<file path="config.mk">
export PLATFORM = sky130hd
export DESIGN_NAME = eu_sequencer_flat
export DESIGN_NICKNAME = d
export VERILOG_FILES = /design/src/rtl/eu_sequencer_if.sv /design/src/rtl/eu_sequencer.sv /design/src/flat_wrapper.sv
export SDC_FILE = /design/constraint.sdc
export NUM_CORES = 1
export LEC_CHECK = 0
export CORE_MARGIN = 4
export CORE_UTILIZATION = 40
export DETAILED_ROUTE_END_ITERATION = 10
export PLACE_DENSITY_LB_ADDON = 0.3
export SKIP_CTS_REPAIR_TIMING = 1
export SLEW_MARGIN = 20
export SYNTH_ARGS = -nofsm -noshare
export SYNTH_HDL_FRONTEND = slang
export SYNTH_SLANG_ARGS = --single-unit
</file>
<file path="constraint.sdc">
create_clock -name clk -period 1.9 [get_ports clk]
set_input_delay 0.19 -clock clk [delete_from_list [all_inputs] [get_ports clk]]
set_output_delay 0.19 -clock clk [all_outputs]
set_load 0.01 [all_outputs]
</file>
<file path="src/rtl/eu_sequencer_if.sv">
`default_nettype none
// ============================================================================
// Module   : eu_sequencer_if
// Brief    : Control/data bus between the sequencer (master) and the eu (slave).
// Revision : 1.0
// ============================================================================
interface eu_sequencer_if;
    logic [3:0] eu_opcode;
    logic [3:0] eu_A;
    logic [3:0] eu_B;
    logic [3:0] eu_C;
    logic [3:0] eu_address;
    logic [1:0] eu_En;
    logic       eu_readEnable;
    logic       eu_writeEnable;
    logic [7:0] eu_dataCopy;
    logic [7:0] eu_data;

    modport master (
        output eu_opcode, eu_A, eu_B, eu_C, eu_address, eu_En,
               eu_readEnable, eu_writeEnable, eu_dataCopy,
        input  eu_data
    );

    modport slave (
        input  eu_opcode, eu_A, eu_B, eu_C, eu_address, eu_En,
               eu_readEnable, eu_writeEnable, eu_dataCopy,
        output eu_data
    );
endinterface
`default_nettype wire

</file>
<file path="src/rtl/eu_sequencer.sv">
`default_nettype none
// ============================================================================
// Module   : eu_sequencer
// Brief    : Fetches 16-bit ROM instructions, decodes them and drives the eu.
// Revision : 1.0
// ============================================================================
module eu_sequencer #(
    parameter int PC_W       = 8,
    parameter int ALU_CYCLES = 2,
    parameter int REGS       = 6
) (
    input  logic            clk,
    input  logic            rst_n,
    input  logic            start,
    output logic [PC_W-1:0] instr_addr,
    input  logic [15:0]     instr_data,
    eu_sequencer_if.master  eu,
    output logic [7:0]      rd_data,
    output logic            rd_valid,
    output logic            busy,
    output logic            halted,
    output logic            err
);
    localparam int               CNT_W      = (ALU_CYCLES > 1) ? $clog2(ALU_CYCLES) : 1;
    localparam logic [CNT_W-1:0] c_cnt_last = CNT_W'(ALU_CYCLES - 1);
    localparam logic [4:0]       c_regs     = 5'(REGS);

    typedef enum logic [2:0] {
        S_IDLE   = 3'd0,
        S_FETCH  = 3'd1,
        S_LATCH  = 3'd2,
        S_DECODE = 3'd3,
        S_EXEC   = 3'd4,
        S_MEM    = 3'd5,
        S_CAPT   = 3'd6,
        S_HALT   = 3'd7
    } state_t;

    state_t           state_q, state_d;
    logic [PC_W-1:0]  pc_q, pc_d;
    logic [15:0]      ir_q, ir_d;
    logic [CNT_W-1:0] cnt_q, cnt_d;
    logic [3:0]       opcode_q, opcode_d;
    logic [3:0]       a_q, a_d;
    logic [3:0]       b_q, b_d;
    logic [3:0]       c_q, c_d;
    logic [3:0]       addr_q, addr_d;
    logic [7:0]       dcopy_q, dcopy_d;
    logic [7:0]       rd_data_q, rd_data_d;
    logic             rd_valid_q, rd_valid_d;
    logic             busy_q, busy_d;
    logic             halted_q, halted_d;
    logic             err_q, err_d;

    logic [3:0] w_op, w_fa, w_fb, w_fc;
    logic [7:0] w_imm;
    logic       w_bad_a, w_bad_alu;

    assign w_op  = ir_q[15:12];
    assign w_fa  = ir_q[11:8];
    assign w_fb  = ir_q[7:4];
    assign w_fc  = ir_q[3:0];
    assign w_imm = ir_q[7:0];

    assign w_bad_a   = ({1'b0, w_fa} >= c_regs);
    assign w_bad_alu = w_bad_a || ({1'b0, w_fb} >= c_regs) || ({1'b0, w_fc} >= c_regs);

    always_ff @(posedge clk or negedge rst_n) begin
        if (!rst_n) begin
            state_q    <= S_IDLE;
            pc_q       <= '0;
            ir_q       <= '0;
            cnt_q      <= '0;
            opcode_q   <= '0;
            a_q        <= '0;
            b_q        <= '0;
            c_q        <= '0;
            addr_q     <= '0;
            dcopy_q    <= '0;
            rd_data_q  <= '0;
            rd_valid_q <= 1'b0;
            busy_q     <= 1'b0;
            halted_q   <= 1'b0;
            err_q      <= 1'b0;
        end else begin
            state_q    <= state_d;
            pc_q       <= pc_d;
            ir_q       <= ir_d;
            cnt_q      <= cnt_d;
            opcode_q   <= opcode_d;
            a_q        <= a_d;
            b_q        <= b_d;
            c_q        <= c_d;
            addr_q     <= addr_d;
            dcopy_q    <= dcopy_d;
            rd_data_q  <= rd_data_d;
            rd_valid_q <= rd_valid_d;
            busy_q     <= busy_d;
            halted_q   <= halted_d;
            err_q      <= err_d;
        end
    end

    always_comb begin
        state_d    = state_q;
        pc_d       = pc_q;
        ir_d       = ir_q;
        cnt_d      = cnt_q;
        opcode_d   = opcode_q;
        a_d        = a_q;
        b_d        = b_q;
        c_d        = c_q;
        addr_d     = addr_q;
        dcopy_d    = dcopy_q;
        rd_data_d  = rd_data_q;
        rd_valid_d = 1'b0;
        busy_d     = busy_q;
        halted_d   = halted_q;
        err_d      = err_q;

        case (state_q)
            S_IDLE, S_HALT: begin
                if (start) begin
                    state_d  = S_FETCH;
                    pc_d     = '0;
                    err_d    = 1'b0;
                    busy_d   = 1'b1;
                    halted_d = 1'b0;
                end
            end
            S_FETCH: state_d = S_LATCH;
            S_LATCH: begin
                ir_d    = instr_data;
                pc_d    = pc_q + PC_W'(1);
                state_d = S_DECODE;
            end
            S_DECODE: begin
                // Illegal-register instructions fall through to FETCH untouched.
                state_d = S_FETCH;
                if (w_op <= 4'hB) begin
                    if (w_bad_alu) begin
                        err_d = 1'b1;
                    end else begin
                        opcode_d = w_op;
                        a_d      = w_fa;
                        b_d      = w_fb;
                        c_d      = w_fc;
                        cnt_d    = '0;
                        state_d  = S_EXEC;
                    end
                end else if (w_op == 4'hC || w_op == 4'hD) begin
                    if (w_bad_a) begin
                        err_d = 1'b1;
                    end else begin
                        addr_d = w_fa;
                        if (w_op == 4'hC) begin
                            dcopy_d = w_imm;
                        end
                        state_d = S_MEM;
                    end
                end else if (w_op == 4'hE) begin
                    pc_d = PC_W'(w_imm);
                end else begin
                    busy_d   = 1'b0;
                    halted_d = 1'b1;
                    state_d  = S_HALT;
                end
            end
            S_EXEC: begin
                if (cnt_q == c_cnt_last) begin
                    state_d = S_FETCH;
                end else begin
                    cnt_d = cnt_q + CNT_W'(1);
                end
            end
            S_MEM: state_d = (w_op == 4'hD) ? S_CAPT : S_FETCH;
            S_CAPT: begin
                // rd_valid is registered so its pulse lines up with the new rd_data.
                rd_data_d  = eu.eu_data;
                rd_valid_d = 1'b1;
                state_d    = S_FETCH;
            end
            default: state_d = S_IDLE;
        endcase
    end

    // Mode/enable outputs decode straight from state so reset idles the eu at once.
    assign eu.eu_En          = (state_q == S_EXEC) ? 2'b00 :
                               (state_q == S_MEM)  ? 2'b01 : 2'b11;
    assign eu.eu_writeEnable = (state_q == S_MEM) && (w_op == 4'hC);
    assign eu.eu_readEnable  = (state_q == S_MEM) && (w_op == 4'hD);
    assign eu.eu_opcode      = opcode_q;
    assign eu.eu_A           = a_q;
    assign eu.eu_B           = b_q;
    assign eu.eu_C           = c_q;
    assign eu.eu_address     = addr_q;
    assign eu.eu_dataCopy    = dcopy_q;

    assign instr_addr = pc_q;
    assign rd_data    = rd_data_q;
    assign rd_valid   = rd_valid_q;
    assign busy       = busy_q;
    assign halted     = halted_q;
    assign err        = err_q;
endmodule
`default_nettype wire

</file>
<file path="src/flat_wrapper.sv">
// flat-port wrapper written by rule: the top's interface ports become plain ports
module eu_sequencer_flat 
#(
    parameter int PC_W       = 8,
    parameter int ALU_CYCLES = 2,
    parameter int REGS       = 6
)
  (clk, rst_n, start, instr_addr, instr_data, rd_data, rd_valid, busy, halted, err, eu_eu_opcode, eu_eu_A, eu_eu_B, eu_eu_C, eu_eu_address, eu_eu_En, eu_eu_readEnable, eu_eu_writeEnable, eu_eu_dataCopy, eu_eu_data);
  eu_sequencer_if eu_i ();
  input  logic clk;
  input  logic rst_n;
  input  logic start;
  output logic [PC_W-1:0] instr_addr;
  input  logic [15:0] instr_data;
  output logic [7:0] rd_data;
  output logic rd_valid;
  output logic busy;
  output logic halted;
  output logic err;
  output wire logic [$bits(eu_i.eu_opcode)-1:0] eu_eu_opcode;
  output wire logic [$bits(eu_i.eu_A)-1:0] eu_eu_A;
  output wire logic [$bits(eu_i.eu_B)-1:0] eu_eu_B;
  output wire logic [$bits(eu_i.eu_C)-1:0] eu_eu_C;
  output wire logic [$bits(eu_i.eu_address)-1:0] eu_eu_address;
  output wire logic [$bits(eu_i.eu_En)-1:0] eu_eu_En;
  output wire logic [$bits(eu_i.eu_readEnable)-1:0] eu_eu_readEnable;
  output wire logic [$bits(eu_i.eu_writeEnable)-1:0] eu_eu_writeEnable;
  output wire logic [$bits(eu_i.eu_dataCopy)-1:0] eu_eu_dataCopy;
  input wire logic [$bits(eu_i.eu_data)-1:0] eu_eu_data;
  assign eu_eu_opcode = eu_i.eu_opcode;
  assign eu_eu_A = eu_i.eu_A;
  assign eu_eu_B = eu_i.eu_B;
  assign eu_eu_C = eu_i.eu_C;
  assign eu_eu_address = eu_i.eu_address;
  assign eu_eu_En = eu_i.eu_En;
  assign eu_eu_readEnable = eu_i.eu_readEnable;
  assign eu_eu_writeEnable = eu_i.eu_writeEnable;
  assign eu_eu_dataCopy = eu_i.eu_dataCopy;
  assign eu_i.eu_data = eu_eu_data;
  eu_sequencer #(.PC_W(PC_W), .ALU_CYCLES(ALU_CYCLES), .REGS(REGS)) u_core (.clk(clk), .rst_n(rst_n), .start(start), .instr_addr(instr_addr), .instr_data(instr_data), .eu(eu_i), .rd_data(rd_data), .rd_valid(rd_valid), .busy(busy), .halted(halted), .err(err));
endmodule
</file>
# ---- Yosys cells after proc, flatten, opt, wreduce, memory -nomap -nowiden
# Index checks and enable logic that the tools add are counted.
dict set report word_totals {
  reg_bits 68
  input_bits 27
  output_inout_bits 52
  word_cells 99
}
dict set report classes {
  n_addsub 2
  n_lt_le_gt_ge 4
  n_eq_ne 21
  mux 36
  bitwise_logic 3
  n_reduce_logical 18
}
# cell count
set op_table {}
lappend op_table {{8-bit 2-to-1 mux} 4}
lappend op_table {{3-bit 2-to-1 mux} 8}
lappend op_table {{8-bit one-hot mux with 3 select lines} 1}
lappend op_table {{3-bit one-hot mux with 7 select lines} 1}
lappend op_table {{5-bit AND reduction} 4}
lappend op_table {{1-bit 2-to-1 mux} 16}
lappend op_table {{3-bit equality test, second input constant} 4}
lappend op_table {{4-bit equality test, second input constant} 3}
lappend op_table {{4-bit by 3-bit greater-or-equal comparator with 1-bit output, second input constant} 3}
lappend op_table {{2-bit != test, second input constant} 5}
lappend op_table {{8-bit by 1-bit adder with 8-bit output, second input constant} 1}
lappend op_table {{1-bit one-hot mux with 2 select lines} 4}
lappend op_table {{3-bit by 2-bit equality test with 1-bit output, second input constant} 2}
lappend op_table {{2-bit by 1-bit != test with 1-bit output, second input constant} 3}
lappend op_table {{3-bit by 1-bit != test with 1-bit output, second input constant} 2}
lappend op_table {{3-bit AND reduction} 2}
lappend op_table {{4-bit <= comparator, second input constant} 1}
lappend op_table {{2-bit 2-to-1 mux} 2}
lappend op_table {{4-bit AND reduction} 1}
lappend op_table {{2-bit nonzero test} 2}
lappend op_table {{3-bit by 1-bit equality test with 1-bit output, second input constant} 1}
lappend op_table {{3-bit zero test} 1}
lappend op_table {{1-bit logical OR} 3}
lappend op_table {{3-bit by 2-bit != test with 1-bit output, second input constant} 1}
lappend op_table {{other kinds (6)} 9}

# ---- Longest topological paths before layout
# Gate-level depths: netlist of run 1.
dict set report depth {
  ltp_word 6
  mapped_depth 6
  ltp_nobuf 4
}

# ---- Worst setup path after synthesis of run 1
# No wires, ideal clock.
dict set report synth_timing {
  kind {reg-to-reg}
  startpoint {register u_core.ir_q[15]}
  endpoint {register u_core.b_q[0] (netlist: u_core.eu.eu_B[0])}
  setup_ps 125
  arrival_ps 1450
  required_time_ps 1775
  setup_slack_ps 325
  path_stages_with_launch 6
  path_buffers 2
  synth_period_minus_slack_ps 1575
  path_cell_list {dfrtp_1 -> buf_6 -> a22oi_1 -> nand4_4 -> buf_6 -> mux2_4}
}
dict set report synth_between {
  elab_chain_cells 2
}
# element line
set synth_rtl {}
lappend synth_rtl {{from (decl)} eu_sequencer.sv:41} ;# logic [15:0] ir_q, ir_d;
lappend synth_rtl {{from (signal assigned)} eu_sequencer.sv:88} ;# ir_q <= ir_d;
lappend synth_rtl {{4-bit <= comparator} eu_sequencer.sv:140} ;# if (w_op <= 4'hB) begin
lappend synth_rtl {{3-bit AND reduction (no line)} -}
lappend synth_rtl {{to (signal assigned)} eu_sequencer.sv:76} ;# b_q <= '0;
lappend synth_rtl {{to (signal assigned)} eu_sequencer.sv:92} ;# b_q <= b_d;
lappend synth_rtl {{to (decl)} eu_sequencer.sv:45} ;# logic [3:0] b_q, b_d;
# Every way passes these cells.
# A chain may end at the register's enable or synchronous reset.

# ---- Worst setup path after layout of run 1
dict set report layout_timing {
  startpoint {register u_core.state_q[1]}
  endpoint {output eu_eu_En[1]}
}
dict set report layout_between {
  elab_chain_cells 3
  elab_cells_between_ends 4
  cone_classes {2 x eq/ne; 2 x mux}
}
# element line
set layout_rtl {}
lappend layout_rtl {{from (decl)} eu_sequencer.sv:39} ;# state_t state_q, state_d;
lappend layout_rtl {{from (signal assigned)} eu_sequencer.sv:86} ;# state_q <= state_d;
lappend layout_rtl {{3-bit equality test} eu_sequencer.sv:189} ;# (state_q == S_MEM) ? 2'b01 : 2'b11;
lappend layout_rtl {{2-bit 2-to-1 mux} eu_sequencer.sv:189}
lappend layout_rtl {{2-bit 2-to-1 mux (*)} eu_sequencer.sv:188} ;# assign eu.eu_En = (state_q == S_EXEC) ? 2'b00 :
lappend layout_rtl {{to (decl)} flat_wrapper.sv:25} ;# output wire logic [$bits(eu_i.eu_En)-1:0] eu_eu_En;
# Mark *: on every way between the ends. The rest lies on a longest branch, timed or not.

==> results of run 1 <==
-- synth_stat cells, types with 2 or more instances --
master	n	area share, %
dfrtp_1	68	56
mux2_2	41	15
nand2_1	19	2.4
nor2_1	9	1.1
a21oi_1	8	1.3
mux2_4	8	4.0
buf_2	7	1.2
a32o_1	5	1.7
nand3_1	5	0.83
nand4_1	5	1.0
a31oi_1	4	0.83
and2_1	4	0.83
buf_6	4	1.5
o21ai_0	4	0.66
a22o_1	3	0.87
inv_1	3	0.37
and3_1	2	0.41
and3b_1	2	0.58
and4_1	2	0.58
nand4b_1	2	0.58
nor3_1	2	0.33
o21ai_1	2	0.33
-- power by group --
group / internal, W / leakage (nW) / total, W / switching [W]
Sequential: 0.00206 / 0.838 / 0.00271 / 0.000648
Clock: 0.000728 / 0.102 / 0.00125 / 0.000519
Combinational: 0.00165 / 0.883 / 0.00276 / 0.00111
-- flip-flops by register name (all words and copies together), names as in the netlist --
register,cells
u_core.eu.eu_address,4
u_core.eu.eu_opcode,4
u_core.eu.eu_dataCopy,8
u_core.ir_q,16
u_core.eu.eu_A,4
u_core.cnt_q,1
u_core.instr_addr,8
u_core.eu.eu_B,4
u_core.busy,1
u_core.state_q,3
u_core.eu.eu_C,4
u_core.rd_data,8
u_core.halted,1
u_core.rd_valid,1
u_core.err,1
-- cell usage in the layout (no fill, tap or decap), types with 3 or more instances in the layout --
cell type | netlist | final
a21oi_1 | 8 | 8
a22o_1 | 3 | 3
a31oi_1 | 4 | 4
a32o_1 | 5 | 5
and2_1 | 4 | 4
buf_4 | 1 | 9
clkbuf_8 | 0 | 9
clkdlybuf4s50_1 | 0 | 74
dfrtp_1 | 68 | 62
dfrtp_2 | 0 | 6
dlymetal6s2s_1 | 0 | 3
inv_1 | 3 | 3
mux2_2 | 41 | 41
mux2_4 | 8 | 8
nand2_1 | 19 | 19
nand3_1 | 5 | 5
nand4_1 | 5 | 5
nor2_1 | 9 | 9
o21ai_0 | 4 | 4
-- final cells by class --
type | count | area [µm²]
multi-input combinational | 149 | 1220
clock inverter | 5 | 77.6
sequential | 68 | 1710
fill | 637 | 3140
clock buffer | 10 | 128
tap | 99 | 124
inverter | 4 | 15.0
timing repair buffer | 89 | 881
-- path summary, 6_finish.rpt --
path | start | to | slack (ps) | depth (start not counted)
setup / recovery | u_core.state_q[1] | eu_eu_En[1] | 210 | 3
hold / removal | rst_n | u_core.instr_addr[3] | 410 | 3
setup reg to reg | u_core.ir_q[12] | u_core.instr_addr[0] | 220 | 4
hold reg to reg | u_core.eu.eu_C[3] | u_core.eu.eu_C[3] | 490 | 1
max in group asynchronous | rst_n | u_core.state_q[0] | 1160 | 3
min in group clk | eu_eu_data[4] | u_core.rd_data[4] | 460 | 2
-- critical path, cell delays in order (launching register included) --
cell and delay [ps]:
dfrtp_2 460, inv_1 90, nand2_1 80, clkdlybuf4s50_1 540
-- per-stage QoR --
stage	cell area (µm²)	hold WS, ps	setup TNS [ps]
after global routing	4160	434	0
after floorplan	3020	-106	0
after global placement	3930	243	0
after CTS	4130	-122	-544
final	4160	410	0
after detailed placement	3930	242	0
-- kinds of logic after synthesis --
logic type	synth area share (%)
AOI/OAI and AO/OA	9.31
adders and majority gates	0.414
buffers and inverters	3.52
DFF	56.3
muxes	19.6
and+or+nand+nor	10.8
-- metal layers --
layer / GRT usage [%] / part of all wire (%) / wire [µm] / vias up
met3: 6.45 / 6.8 / 458 / 2
li1: - / - / - / 1032
met1: 19.9 / 43 / 2910 / 1090
met2: 25.1 / 49 / 3320 / 60
met4: 4.93 / 0.45 / 30 / 0
met5: 0 / 0 / 0 / -
==> results.tsv, run 1 <==
metric	value	unit
outcome	complete, no violations	
Core ar.	7290	µm²
die height	94.9	µm
Area Growth Syn to Fin	37.5	%
Vias	2184	
pin count of the biggest net entering global routing	69	
crit-path max FO	11	
DP Wirelength	4760	µm
leak pwr	1.82	nW
Die Footprint	9010	µm²
Final Slew Violations	0	
layout cells sized above 1	26.5	%
syn avg cell area	12.9	µm²
final setup vio count	0	
Critical Path RT	1710	ps
number of global-route vias before repair	2280	
global-route wire length before repair	11100	µm
grt total ovfl	0	
Period minus WS final	1690	ps
crit path DAT	1500	ps
Yosys reg bits	68	
Die Width	94.9	µm
CTS H-Tree Depth	3	
Distinct cells, synth	47	
Post-synth EDFFs	0	
Vias per Instance	5.15	
Post-Syn Nets	262	
Place WS	82.0	ps
Max Cap Viol	0	
Synth Instances	234	
DRT iter0 DRCs	54	
capturing element type of the critical path	primary output	
CTS tree	yes	
clock tree buffer depth	2	
Ant. Diodes	0	
Boundary Pins	79	
Root Buffer	clkbuf_8	
Slew HR	71.6	%
ys async rst share	100	%
final wirelength	6720	µm
drt drc	0	
Seq/Total Area, Yosys	56.3	%
main flop type after synthesis	dfrtp_1	
Reg clk slew, reported paths	70	ps
Finished Layout Cells	424	
synth warn	0	
Post-Place Cells	408	
clk sinks	68	
I/O Buffers	78	
PwrDens	1620	nW/µm²
CP Class	reg -> out	
GR Util All Layers	15.9	%
HP Class	in -> async	
Skew-Pair Late Insertion Delay	330	ps
row count	31	
Tightest Pin Transition	415	ps
Tcrit/Tclk final	88.8	%
RSZ-0062 raised after global routing	no	
initial core utilization	41.5	%
Total Power	0.00672	W
Highest Clock Rate	0.593	GHz
critical path launch point type	flop	
Fin. Hold Viols	0	
antenna viol nets, final	0	
Cell Area, Synth	3020	µm²
Num CTS Buffers	9	
Final Skew	7.93	ps
fin util	57.0	%
RD Place Congestion	0.865	
per-cell routed wire length	15.9	µm
layout net count	349	
initial antenna violation count	0	
setup slack after layout	213	ps
First-pass DRT Iterations	4	
Max VDD drop	0.00100	V
No activity file was read; power rests on OpenSTA's default activity.
==> inputs of run 2 (changes only) <==
- CAP_MARGIN: not set -> 20
- CORE_UTILIZATION: 40 -> 48
- CTS_CLUSTER_SIZE: not set -> 10
==> run 2 against run 1 <==
  * Clock power rose by 20%
  * Largest power group unchanged
  * Non-clock buffer count rose by 7
  * Sequential share of layout area fell by 0.81 points
  * First-iteration DRC count rose by 120%
  * Wire length rose by 5.1%
  * Design area rose by 1.9%
  * Via count rose by 4.5%
  * Hold slack got worse by 110 ps
  * Flip-flop and latch count did not move
  * Clock skew barely moved
  * Sequential power fell by 1%
==> results.tsv, run 2 (synthesis results as in run 1) <==
metric	value	unit
Largest Register	u_core.ir_q	
Critical Path RT	2170	ps
met1 usage	24.7	%
clock network fraction of design power	21.1	%
Vias	2282	
routing usage on met2	31.9	%
Vias per Instance	5.59	
DP Wirelength	5120	µm
clk sinks	68	
die height	87.4	µm
CP Class	reg -> reg	
global-route wire length before repair	11700	µm
Reg power frac	37.6	%
M3 GR Usage	6.53	%
area of the multi-input gates	1230	µm²
Root Buffer	clkbuf_8	
Slew HR	70.5	%
design internal power	0.00473	W
global route hottest layer	met2	
per-cell routed wire length	17.3	µm
Psw	0.00239	W
crit path DAT	2060	ps
Period minus WS final	1790	ps
Num CTS Buffers	9	
crit-path max FO	12	
Post-Place Cells	389	
PwrDens	1680	nW/µm²
Ant. Diodes	0	
drt drc	0	
Area Growth Syn to Fin	40.0	%
initial core utilization	50.2	%
leak pwr	1.89	nW
Sw Ratio	33.5	%
First-pass DRT Iterations	5	
Max VDD drop	0.000839	V
Tcrit/Tclk final	94.1	%
CTS tree	yes	
GR Util All Layers	20.3	%
CTS H-Tree Depth	3	
most frequent cells in the layout	clkdlybuf4s50_1, dfrtp_1, mux2_2	
commonest non-fill, non-tap cell in the layout	clkdlybuf4s50_1	
grt total ovfl	0	
Storage cell area	1710	µm²
RSZ-0062 raised after global routing	no	
Boundary Pins	79	
HP Class	in -> async	
Tightest Pin Transition	441	ps
Layout fillers	447	
row count	28	
Final Skew	8.01	ps
number of global-route vias before repair	2356	
Fin. Hold Viols	0	
Final Slew Violations	0	
placed cell areas	3930	µm²
cell area after layout	4230	µm²
I/O Buffers	78	
pin count of the biggest net entering global routing	24	
Post-Route Setup TNS	0	ps
final setup vio count	0	
Comb pwr share	41.4	%
Die Width	87.4	µm
Core ar.	6030	µm²
initial antenna violation count	0	
layout cells sized above 1	28.2	%
Die Footprint	7630	µm²
DRT iter0 DRCs	119	
antenna viol nets, final	0	
Highest Clock Rate	0.559	GHz
Largest register FFs	16	
layout net count	356	
capturing element type of the critical path	flop	
critical path launch point type	flop	
Max Cap Viol	0	
Skew-Pair Late Insertion Delay	340	ps
Finished Layout Cells	408	
outcome	complete, no violations	
RD Place Congestion	0.863	
Reg clk slew, reported paths	70	ps
final wirelength	7060	µm
clock tree buffer depth	2	
-- run 2: cell types whose count changed in the layout (fill, tap and decap cells not counted), sizes merged --
cell / previous run / this run
inv: 4 / 5
clkbuf: 10 / 11
bufinv: 2 / 3
buf: 11 / 18
clkinv: 2 / 0
-- run 2: stage by stage --
stage	worst slack [ps]	hold WS (ps)	util (%)	total power, W
3_3_place_gp	115	139	65.3	0.00549
6_report	113	300	70.2	0.00711
5_1_grt	4.11	321	70.2	0.00754
3_5_place_dp	88.5	139	65.3	0.00558
4_1_cts	-192	-228	69.5	0.00711
2_1_floorplan	325	-106	-	0.00427
-- run 2: final timing paths --
check	from	endpoint	slack [ps]	cells past startpoint
worst max-delay path	u_core.state_q[2]	u_core.instr_addr[3]	110	7
worst min-delay path	rst_n	u_core.rd_data[0]	300	2
worst max register to register	u_core.state_q[2]	u_core.instr_addr[3]	110	7
worst min register to register	u_core.eu.eu_address[3]	u_core.eu.eu_address[3]	490	1
max in group asynchronous	rst_n	u_core.ir_q[2]	1010	3
min in group clk	eu_eu_data[4]	u_core.rd_data[4]	450	2
-- run 2: worst max-delay path: stages (launching register included) --
cell     delay, ps
dfrtp_2        460
buf_4          150
buf_4          140
nor3b_4        220
buf_4          230
nand4_1        140
o21ai_0        210
a32o_1         170
-- run 2: metal layers --
layer  wire length [µm]  share of wire (%)  up-vias
met4                209                3.0        0
met1               2880                 41     1141
met2               3490                 49       76
li1                   -                  -     1049
met5                  0                  0        -
met3                480                6.8       16
-- run 2: layout make-up --
type                       instances  share of cell area (%)
multi-input combinational        149                    29.0
tap                               75                    2.22
timing repair buffer              96                    22.1
sequential                        68                    40.3
clock buffer                      11                    3.58
clock inverter                     5                    2.51
inverter                           4                   0.355
-- run 2: power groups by stage --
stage	combinational, W	sequential [W]	clock, W
after global routing	0.00317	0.00277	0.00160
after floorplan	0.00163	0.00264	0
after CTS	0.00294	0.00266	0.00151
final	0.00294	0.00267	0.00150
after detailed placement	0.00291	0.00267	0
after global placement	0.00286	0.00263	0
==> inputs of run 3 (changes only) <==
- CORE_UTILIZATION: 48 -> 44
- clock period: 1.9 -> 1.5 ns (I/O delays scaled with it)
==> run 3 against run 2 <==
  * The flow now finishes with violations (negative setup slack)
  * Largest power group unchanged
  * Cell count is 12% higher
  * Fmax is 9.8% higher
  * Design area is 14% higher
  * Via count is 8.8% higher
  * Critical endpoint is now u_core.instr_addr[1]
  * First-iteration DRC count is 13% lower
  * Critical path type unchanged
  * Clock skew is 1.2 ps lower
  * Total power is 45% higher
  * Critical path depth is 3 lower
  * Flip-flop and latch count stayed put
  * Highest routed layer unchanged
==> results.tsv, run 3 (synthesis results as in run 1) <==
metric	value	unit
CP Class	reg -> reg	
CTS H-Tree Depth	3	
global-route wire length before repair	11800	µm
initial core utilization	46.5	%
RD Place Congestion	0.866	
crit-path max FO	8	
area of the multi-input gates	1360	µm²
family with the most delay on the worst path	compound AO/OA/AOI/OAI gates	
minimum hold slack	347	ps
critical path depth	4	
final setup vio count	52	
failing checks	negative setup slack	
Critical Path Source	u_core.state_q[1]	
Critical Path Sink	u_core.instr_addr[1]	
Top cell by count, worst path	buf_6	
slowest CP cell	a311o_2	
clock tree buffer depth	2	
Die Width	90.9	µm
Buf/Inv on CP	2	
die height	90.9	µm
Die Footprint	8260	µm²
row count	29	
Layout fillers	410	
Period minus WS final	1630	ps
Boundary Pins	79	
Highest Clock Rate	0.614	GHz
crit path DAT	1860	ps
layout cells sized above 1	43.3	%
worst flop-to-flop path endpoint	u_core.instr_addr[1]	
fin util	74.3	%
Ant. Diodes	0	
Reg clk slew, reported paths	70	ps
capturing element type of the critical path	flop	
Largest Register	u_core.ir_q	
Critical Path RT	1730	ps
Num CTS Buffers	9	
First-pass DRT Iterations	4	
Max VDD drop	0.00134	V
DP Wirelength	5120	µm
final wirelength	8090	µm
Storage cell area	1710	µm²
number of global-route vias before repair	2415	
initial antenna violation count	0	
reg2reg start	u_core.state_q[1]	
RSZ-0062 raised after global routing	yes	
Max Cap Viol	0	
Reg2Reg Setup Slack	-130	ps
DRT iter0 DRCs	103	
Final Slew Violations	0	
critical path launch point type	flop	
CTS tree	yes	
per-cell routed wire length	17.7	µm
Vias per Instance	5.45	
Slew HR	75.4	%
leak pwr	2.24	nW
cell area after layout	4820	µm²
I/O Buffers	78	
placed cell areas	4190	µm²
drt drc	0	
Area Growth Syn to Fin	59.6	%
Root Buffer	clkbuf_8	
antenna viol nets, final	0	
Tightest Pin Transition	369	ps
Tcrit/Tclk final	109	%
grt total ovfl	0	
Vias	2483	
Worst path max stage delay	480	ps
layout net count	404	
Final Skew	6.79	ps
HP Class	in -> async	
clk sinks	68	
Skew-Pair Late Insertion Delay	340	ps
outcome	finished, violations left	
Largest register FFs	16	
worst r2r path cells	4	
commonest non-fill, non-tap cell in the layout	clkdlybuf4s50_1	
GR Util All Layers	18.0	%
PwrDens	2130	nW/µm²
Core ar.	6490	µm²
pin count of the biggest net entering global routing	69	
CP cell instances	buf_6, buf_6, a311o_2, mux2_4	
Fin. Hold Viols	0	
setup slack after layout	-128	ps
most frequent cells in the layout	clkdlybuf4s50_1, dfrtp_1, buf_4	
## run 3: changes by cell type in the layout (fill, tap and decap cells not counted), sizes merged
cell,delta
dlymetal6s2s,+4
bufinv,-1
clkdlybuf4s50,-7
inv,-1
buf,+48
clkbuf,+4
clkinvlp,-1
## run 3: worst min-delay path by stage
stage | start | end | slack, ps | cells past startpoint
4_1_cts | rst_n | u_core.ir_q[8] | -170 | 2
5_1_grt | rst_n | u_core.ir_q[8] | 390 | 3
6_report | rst_n | u_core.eu.eu_address[2] | 350 | 3
3_5_place_dp | rst_n | u_core.eu.eu_address[2] | 200 | 2
3_3_place_gp | rst_n | u_core.rd_data[2] | 200 | 2
2_1_floorplan | rst_n | u_core.busy | -150 | 0
## run 3: area by class of cell
cell class	instances	area share, %
inverters	4	0.363
clock buffers	12	3.01
repair buffers	144	29.7
flip-flops and latches	68	35.5
clock inverters	2	1.24
multi-input cells	149	28.2
well taps	77	2.00
## run 3: power by group
group / switching, W / internal [W] / total (W)
combinational: 0.00210 / 0.00325 / 0.00535
sequential: 0.000687 / 0.00263 / 0.00331
clock: 0.000660 / 0.000965 / 0.00162
total: 0.00344 / 0.00685 / 0.0103
## run 3: per-layer routing
metal	vias to the layer above	GRT usage, %	wire, µm
met5	-	0	0
met1	1241	22.9	3410
met2	84	27.5	4060
met4	0	7.91	131
li1	1145	-	-
met3	13	6.42	496
## run 3: worst min-delay path, cell delays in order
cell           delay (ps)
dlygate4sd3_1         520
buf_2                 120
buf_12                300
## run 3: stage by stage
| stage | TNS, ps | setup slack, ps | std cells | power, W |
|---|---|---|---|---|
| after floorplan | -112 | -19.5 | 234 | 0.00547 |
| after global placement | -4470 | -217 | 419 | 0.00746 |
| after detailed placement | -4810 | -255 | 419 | 0.00758 |
| after CTS | -6290 | -488 | 433 | 0.00924 |
| after global routing | -4920 | -172 | 456 | 0.0108 |
| final | -2880 | -128 | 456 | 0.0103 |
